==> src/rtl/alu_exec_unit_if.sv <==
// Request/result bundle between the ID/EX register and the ALU execute unit.
// master = upstream pipeline, slave = alu_exec_unit.
interface alu_exec_unit_if #(
  parameter int unsigned WIDTH = 32
);
  logic             valid_i;
  logic             ready_o;
  logic [1:0]       ALUOp_i;
  logic [5:0]       funct_i;
  logic [WIDTH-1:0] data1_i;
  logic [WIDTH-1:0] data2_i;
  logic [2:0]       ALUCtrl_o;
  logic             valid_o;
  logic [WIDTH-1:0] data_o;
  logic             zero_o;
  logic             err_o;
  logic             busy_o;

  modport master (
    output valid_i, ALUOp_i, funct_i, data1_i, data2_i,
    input  ready_o, ALUCtrl_o, valid_o, data_o, zero_o, err_o, busy_o
  );

  modport slave (
    input  valid_i, ALUOp_i, funct_i, data1_i, data2_i,
    output ready_o, ALUCtrl_o, valid_o, data_o, zero_o, err_o, busy_o
  );
endinterface

==> src/rtl/alu_exec_unit.sv <==
// EX-stage ALU: ALUOp/funct decode, registered single-cycle ops and an iterative
// MUL_STEP-bits-per-cycle multiplier. Optional SLT support under `ALU_SLT_EN.
module alu_exec_unit #(
  parameter int unsigned WIDTH    = 32,
  parameter int unsigned MUL_STEP = 1
) (
  input  logic            clk_i,
  input  logic            rst_i,
  alu_exec_unit_if.slave  bus
);

  localparam int unsigned MUL_CYC = WIDTH / MUL_STEP;
  localparam int unsigned CNT_W   = $clog2(MUL_CYC + 1);
  localparam logic [CNT_W-1:0] CNT_LAST = CNT_W'(MUL_CYC - 1);

`ifdef ALU_SLT_EN
  localparam logic [2:0] UNK_CTRL = 3'b100;
`else
  localparam logic [2:0] UNK_CTRL = 3'b111;
`endif

  typedef enum logic { ST_IDLE, ST_MUL } state_t;
  typedef enum logic [2:0] { OP_ADD, OP_SUB, OP_AND, OP_OR, OP_MUL, OP_SLT, OP_UNK } op_t;

  state_t           state;
  op_t              op;
  logic [2:0]       ctrl;
  logic [WIDTH-1:0] alu_res;
  logic [WIDTH-1:0] mcand;
  logic [WIDTH-1:0] mplier;
  logic [WIDTH-1:0] acc;
  logic [WIDTH-1:0] acc_nxt;
  logic [CNT_W-1:0] count;
  logic             valid_q;
  logic [WIDTH-1:0] data_q;
  logic             zero_q;
  logic             err_q;

  // ALUOp/funct decode of the request currently on the bus
  always_comb begin
    op   = OP_UNK;
    ctrl = UNK_CTRL;
    case (bus.ALUOp_i)
      2'b11: begin
        case (bus.funct_i)
          6'b100000: begin op = OP_ADD; ctrl = 3'b010; end
          6'b100010: begin op = OP_SUB; ctrl = 3'b110; end
          6'b100100: begin op = OP_AND; ctrl = 3'b000; end
          6'b100101: begin op = OP_OR;  ctrl = 3'b001; end
          6'b011000: begin op = OP_MUL; ctrl = 3'b011; end
`ifdef ALU_SLT_EN
          6'b101010: begin op = OP_SLT; ctrl = 3'b111; end
`endif
          default:   begin op = OP_UNK; ctrl = UNK_CTRL; end
        endcase
      end
      2'b01:   begin op = OP_SUB; ctrl = 3'b110; end
      2'b00:   begin op = OP_ADD; ctrl = 3'b010; end
      default: begin op = OP_UNK; ctrl = UNK_CTRL; end
    endcase
  end

  always_comb begin
    alu_res = '0;
    case (op)
      OP_ADD:  alu_res = bus.data1_i + bus.data2_i;
      OP_SUB:  alu_res = bus.data1_i - bus.data2_i;
      OP_AND:  alu_res = bus.data1_i & bus.data2_i;
      OP_OR:   alu_res = bus.data1_i | bus.data2_i;
      OP_SLT:  alu_res = WIDTH'($signed(bus.data1_i) < $signed(bus.data2_i));
      default: alu_res = '0;
    endcase
  end

  // One shift-add step; truncation to WIDTH makes signed and unsigned identical
  assign acc_nxt = acc + (mcand * WIDTH'(mplier[MUL_STEP-1:0]));

  always_ff @(posedge clk_i) begin
    if (rst_i) begin
      state   <= ST_IDLE;
      valid_q <= 1'b0;
      data_q  <= '0;
      zero_q  <= 1'b0;
      err_q   <= 1'b0;
      mcand   <= '0;
      mplier  <= '0;
      acc     <= '0;
      count   <= '0;
    end else begin
      valid_q <= 1'b0;
      case (state)
        ST_IDLE: begin
          if (bus.valid_i) begin
            if (op == OP_MUL) begin
              mcand  <= bus.data1_i;
              mplier <= bus.data2_i;
              acc    <= '0;
              count  <= '0;
              state  <= ST_MUL;
            end else if (op == OP_UNK) begin
              valid_q <= 1'b1;
              data_q  <= '0;
              zero_q  <= 1'b0;
              err_q   <= 1'b1;
            end else begin
              valid_q <= 1'b1;
              data_q  <= alu_res;
              zero_q  <= (alu_res == '0);
              err_q   <= 1'b0;
            end
          end
        end
        ST_MUL: begin
          acc    <= acc_nxt;
          mcand  <= mcand << MUL_STEP;
          mplier <= mplier >> MUL_STEP;
          count  <= count + CNT_W'(1);
          if (count == CNT_LAST) begin
            state   <= ST_IDLE;
            valid_q <= 1'b1;
            data_q  <= acc_nxt;
            zero_q  <= (acc_nxt == '0);
            err_q   <= 1'b0;
          end
        end
        default: state <= ST_IDLE;
      endcase
    end
  end

  assign bus.ready_o   = (state == ST_IDLE);
  assign bus.busy_o    = (state == ST_MUL);
  assign bus.ALUCtrl_o = ctrl;
  assign bus.valid_o   = valid_q;
  assign bus.data_o    = data_q;
  assign bus.zero_o    = zero_q;
  assign bus.err_o     = err_q;

endmodule
==> src/flat_wrapper.sv <==
// flat-port wrapper written by rule: the top's interface ports become plain ports
module alu_exec_unit_flat 
#(
  parameter int unsigned WIDTH    = 32,
  parameter int unsigned MUL_STEP = 1
)
  (clk_i, rst_i, bus_valid_i, bus_ALUOp_i, bus_funct_i, bus_data1_i, bus_data2_i, bus_ready_o, bus_ALUCtrl_o, bus_valid_o, bus_data_o, bus_zero_o, bus_err_o, bus_busy_o);
  alu_exec_unit_if #(.WIDTH(WIDTH)) bus_i ();
  input  logic clk_i;
  input  logic rst_i;
  input wire logic [$bits(bus_i.valid_i)-1:0] bus_valid_i;
  input wire logic [$bits(bus_i.ALUOp_i)-1:0] bus_ALUOp_i;
  input wire logic [$bits(bus_i.funct_i)-1:0] bus_funct_i;
  input wire logic [$bits(bus_i.data1_i)-1:0] bus_data1_i;
  input wire logic [$bits(bus_i.data2_i)-1:0] bus_data2_i;
  output wire logic [$bits(bus_i.ready_o)-1:0] bus_ready_o;
  output wire logic [$bits(bus_i.ALUCtrl_o)-1:0] bus_ALUCtrl_o;
  output wire logic [$bits(bus_i.valid_o)-1:0] bus_valid_o;
  output wire logic [$bits(bus_i.data_o)-1:0] bus_data_o;
  output wire logic [$bits(bus_i.zero_o)-1:0] bus_zero_o;
  output wire logic [$bits(bus_i.err_o)-1:0] bus_err_o;
  output wire logic [$bits(bus_i.busy_o)-1:0] bus_busy_o;
  assign bus_i.valid_i = bus_valid_i;
  assign bus_i.ALUOp_i = bus_ALUOp_i;
  assign bus_i.funct_i = bus_funct_i;
  assign bus_i.data1_i = bus_data1_i;
  assign bus_i.data2_i = bus_data2_i;
  assign bus_ready_o = bus_i.ready_o;
  assign bus_ALUCtrl_o = bus_i.ALUCtrl_o;
  assign bus_valid_o = bus_i.valid_o;
  assign bus_data_o = bus_i.data_o;
  assign bus_zero_o = bus_i.zero_o;
  assign bus_err_o = bus_i.err_o;
  assign bus_busy_o = bus_i.busy_o;
  alu_exec_unit #(.WIDTH(WIDTH), .MUL_STEP(MUL_STEP)) u_core (.clk_i(clk_i), .rst_i(rst_i), .bus(bus_i));
endmodule
==> config.mk <==
export PLATFORM = sky130hd
export DESIGN_NAME = alu_exec_unit_flat
export DESIGN_NICKNAME = d
export VERILOG_FILES = /design/src/rtl/alu_exec_unit_if.sv /design/src/rtl/alu_exec_unit.sv /design/src/flat_wrapper.sv
export SDC_FILE = /design/constraint.sdc
export NUM_CORES = 1
export LEC_CHECK = 0
export CAP_MARGIN = 10
export CORE_UTILIZATION = 65
export CTS_BUF_LIST = sky130_fd_sc_hd__clkbuf_2
export DETAILED_ROUTE_END_ITERATION = 10
export MAX_ROUTING_LAYER = met4
export PLACE_DENSITY_LB_ADDON = 0.25
export REMOVE_ABC_BUFFERS = 1
export SYNTH_ARGS = -nofsm -noshare
export SYNTH_HDL_FRONTEND = slang
export SYNTH_SLANG_ARGS = --single-unit
==> constraint.sdc <==
create_clock -name clk_i -period 10.29 [get_ports clk_i]
set_clock_uncertainty 0.2 [all_clocks]
set_input_delay 1.029 -clock clk_i [delete_from_list [all_inputs] [get_ports clk_i]]
set_output_delay 1.029 -clock clk_i [all_outputs]
set_load 0.005 [all_outputs]
==> flow_metrics.tcl <==
set metrics [dict create \
    outcome "finished clean" \
    cts_tree "built" \
    multi_input_area_mm2 0.009806 \
    start_kind "primary input" \
    synth_cells 1932 \
    combinationalPowerShare_pct 34.1 \
    wl_um 45360 \
    finalMaxSlewViolations 0 \
    seqPwrFrac_pct 41.6 \
    hpwl_um 33800 \
    syn_avg_cell_area_um2 6.922 \
    async_reset_ff_share_pct 0 \
    grt_util_all_layers_pct 43.22 \
    slew_headroom_pct 22.86 \
    fin_cells 2240 \
    nets 2176 \
    r2r_slack_ps 5450 \
    final-setup-viol-count 0 \
    cts_buffers 17 \
    yosysMostFrequentCell "nor2_1" \
    cellPowerDensity_mw_per_mm2 90.15 \
    critical_path.endpoint "u_core.bus.zero_o" \
    gr-total-overflow 0 \
    p_leak_nw 6.263 \
    vdd_ir_drop_max_mv 0.06305 \
    synthToLayoutAreaGrowth_pct 10.09 \
    synth_seq_area_share_pct 20.66 \
    post_cts.repair.setup_buffers 0 \
    ys_warn_count 0 \
    crit_path_start "bus_data1_i[2]" \
    grt_pass1_vias 13480 \
    drive_gt1_share_pct 3.707 \
    die_height_um 145.4 \
    hold_buffers 0 \
    rows 52 \
    setup.worst_path.class "primary input to register" \
    p_switching_mw 0.5211 \
    gp_congestion 1.036 \
    wl_per_cell_um 20.25 \
    setup_tns_ps 0 \
    detail-route-antenna-nets 0 \
    initial_utilization_pct 66.10 \
    min_period_ps 5008 \
    p_clk_share_pct 24.3 \
    antenna_found_initial 1 \
    insertion_delay_ps 790 \
    worstPathRequired_ps 10790 \
    drt-pass1-iter-count 6 \
    yosysTopAreaCell "dfxtp_1" \
    cp.arrival_ps 5510 \
    worstReg2RegStart "u_core.mplier[0]" \
    drc 0 \
    synth_area_mm2 0.01337 \
    finalHoldViolCount 0 \
    ios 115 \
    post_cts_resize_count 0 \
    ys_ff_latch 138 \
    rsz0062_at_grt "false" \
    synth-edff-count 0 \
    worst-r2r-cell-count 13 \
    synth_top_area_share_pct 20.66 \
    drv_cap 0 \
    dp.cells 2207 \
    clockRootBuffer "clkbuf_2" \
    nFillCells 1627 \
    grt_start_max_net_pins 95 \
    first_iter_violations 2128 \
    ys_types 81 \
    tightest_slew_ps 1147 \
    cp_max_fo 13 \
    period_share_pct 48.67 \
    die_w_um 145.4 \
    clock_path_buffers 2 \
    grt_pass1_wl_um 70870 \
    end_kind "register" \
    r2r-end "u_core.bus.zero_o" \
    yosys_most_used_dff "dfxtp_1" \
    synthTopCellsByCount "nor2_1 (331), a21oi_1 (279), ha_1 (142)" \
    path_clk_slew_ps 200 \
    holdCritStartpoint "u_core.bus.data_o[1]" \
    dr_total_vias 14960 \
    sw_frac_of_total_pct 39.26 \
    max_freq_mhz 199.7 \
    hp-class "register to register" \
    regArea_mm2 0.002766 \
    vias_per_cell 6.676 \
    synth_area_leaders "dfxtp_1 (21%), ha_1 (13%), a21oi_1 (10%)" \
    core_mm2 0.02023 \
    intPower_mw 0.8063 \
    cts_max_level 4 \
    die_area_mm2 0.02115 \
    cts_sinks 138 \
    io_buffers 114 \
]
final cells by class:
| cell class | instances | area share, % |
|---|---|---|
| multi-input cells | 1574 | 66.60 |
| flip-flops and latches | 138 | 18.79 |
| repair buffers | 126 | 8.345 |
| inverters | 99 | 2.524 |
| well taps | 270 | 2.294 |
| clock inverters | 14 | 0.8243 |
| clock buffers | 18 | 0.6118 |
| diodes | 1 | 0.01700 |
kinds of logic after synthesis:
logic type      synth area share [%]
xor+xnor                       2.619
mux                           0.6830
compound gates                 30.13
simple gates                   25.97
buf+inv                        6.203
flops                          20.66
fa+ha+maj                      13.73
critical path, cell delays in order:
cell	delay, ps
clkdlybuf4s50_1	550
inv_1	90
ha_1	530
o21bai_1	140
a21oi_1	380
a21boi_1	190
o31ai_1	970
o22ai_1	160
o21ai_0	230
o211ai_1	110
or4_1	560
nor4_1	330
nand4b_1	130
nand3_1	110
state kept, by name (all words and copies together), names as in the netlist:
signal,cells
u_core.bus.data_o,32
u_core.bus.zero_o,1
u_core.acc,32
u_core.bus.valid_o,1
u_core.mcand,32
u_core.bus.busy_o,1
u_core.mplier,32
u_core.count,6
u_core.bus.err_o,1
metal layers:
layer	vias up	share of wire, %	GRT usage, %
met3	124	13	8.903
met4	0	2.8	13.84
li1	6939	-	-
met5	-	0	-
met2	985	42	63.20
met1	6907	42	59.27
power groups by stage:
stage / registers (mW) / clock network [mW] / logic (mW)
after global routing: 0.554 / 0.343 / 0.481
final: 0.552 / 0.323 / 0.452
after floorplan: 0.563 / 0 / 0.261
after detailed placement: 0.562 / 0 / 0.429
after global placement: 0.562 / 0 / 0.426
after CTS: 0.552 / 0.323 / 0.431
cell usage in the layout, fill, tap and decap left out, drive strengths merged, types with 31 or more instances in the layout:
master / synthesis / layout
ha: 142 / 142
dfxtp: 138 / 138
a211oi: 31 / 31
a21oi: 279 / 279
o211ai: 35 / 35
nand3: 43 / 43
nor3: 38 / 38
nand2: 141 / 141
clkdlybuf4s50: 0 / 113
inv: 97 / 101
nor2: 331 / 331
and2: 43 / 43
o21ai: 80 / 80
how the worst min path moves through the flow:
stage,end,depth (start not counted)
after floorplan,u_core.acc[26],2
after global placement,u_core.bus.data_o[7],2
after detailed placement,u_core.bus.data_o[1],2
after CTS,u_core.bus.data_o[1],2
after global routing,u_core.bus.data_o[18],2
final,u_core.bus.data_o[1],2
stage by stage:
step	total power, mW	setup slack (ps)	utilization [%]	area [um^2]	hold slack (ps)
after floorplan	0.8237	3517	-	12920	230.1
after detailed placement	0.9917	4784	71.71	14510	246.0
after CTS	1.306	5529	72.76	14720	267.1
after global placement	0.9884	4958	71.71	14510	239.1
final	1.327	5282	72.77	14720	265.9
after global routing	1.377	5161	72.77	14720	292.1
No activity file was read; power rests on OpenSTA's default activity.
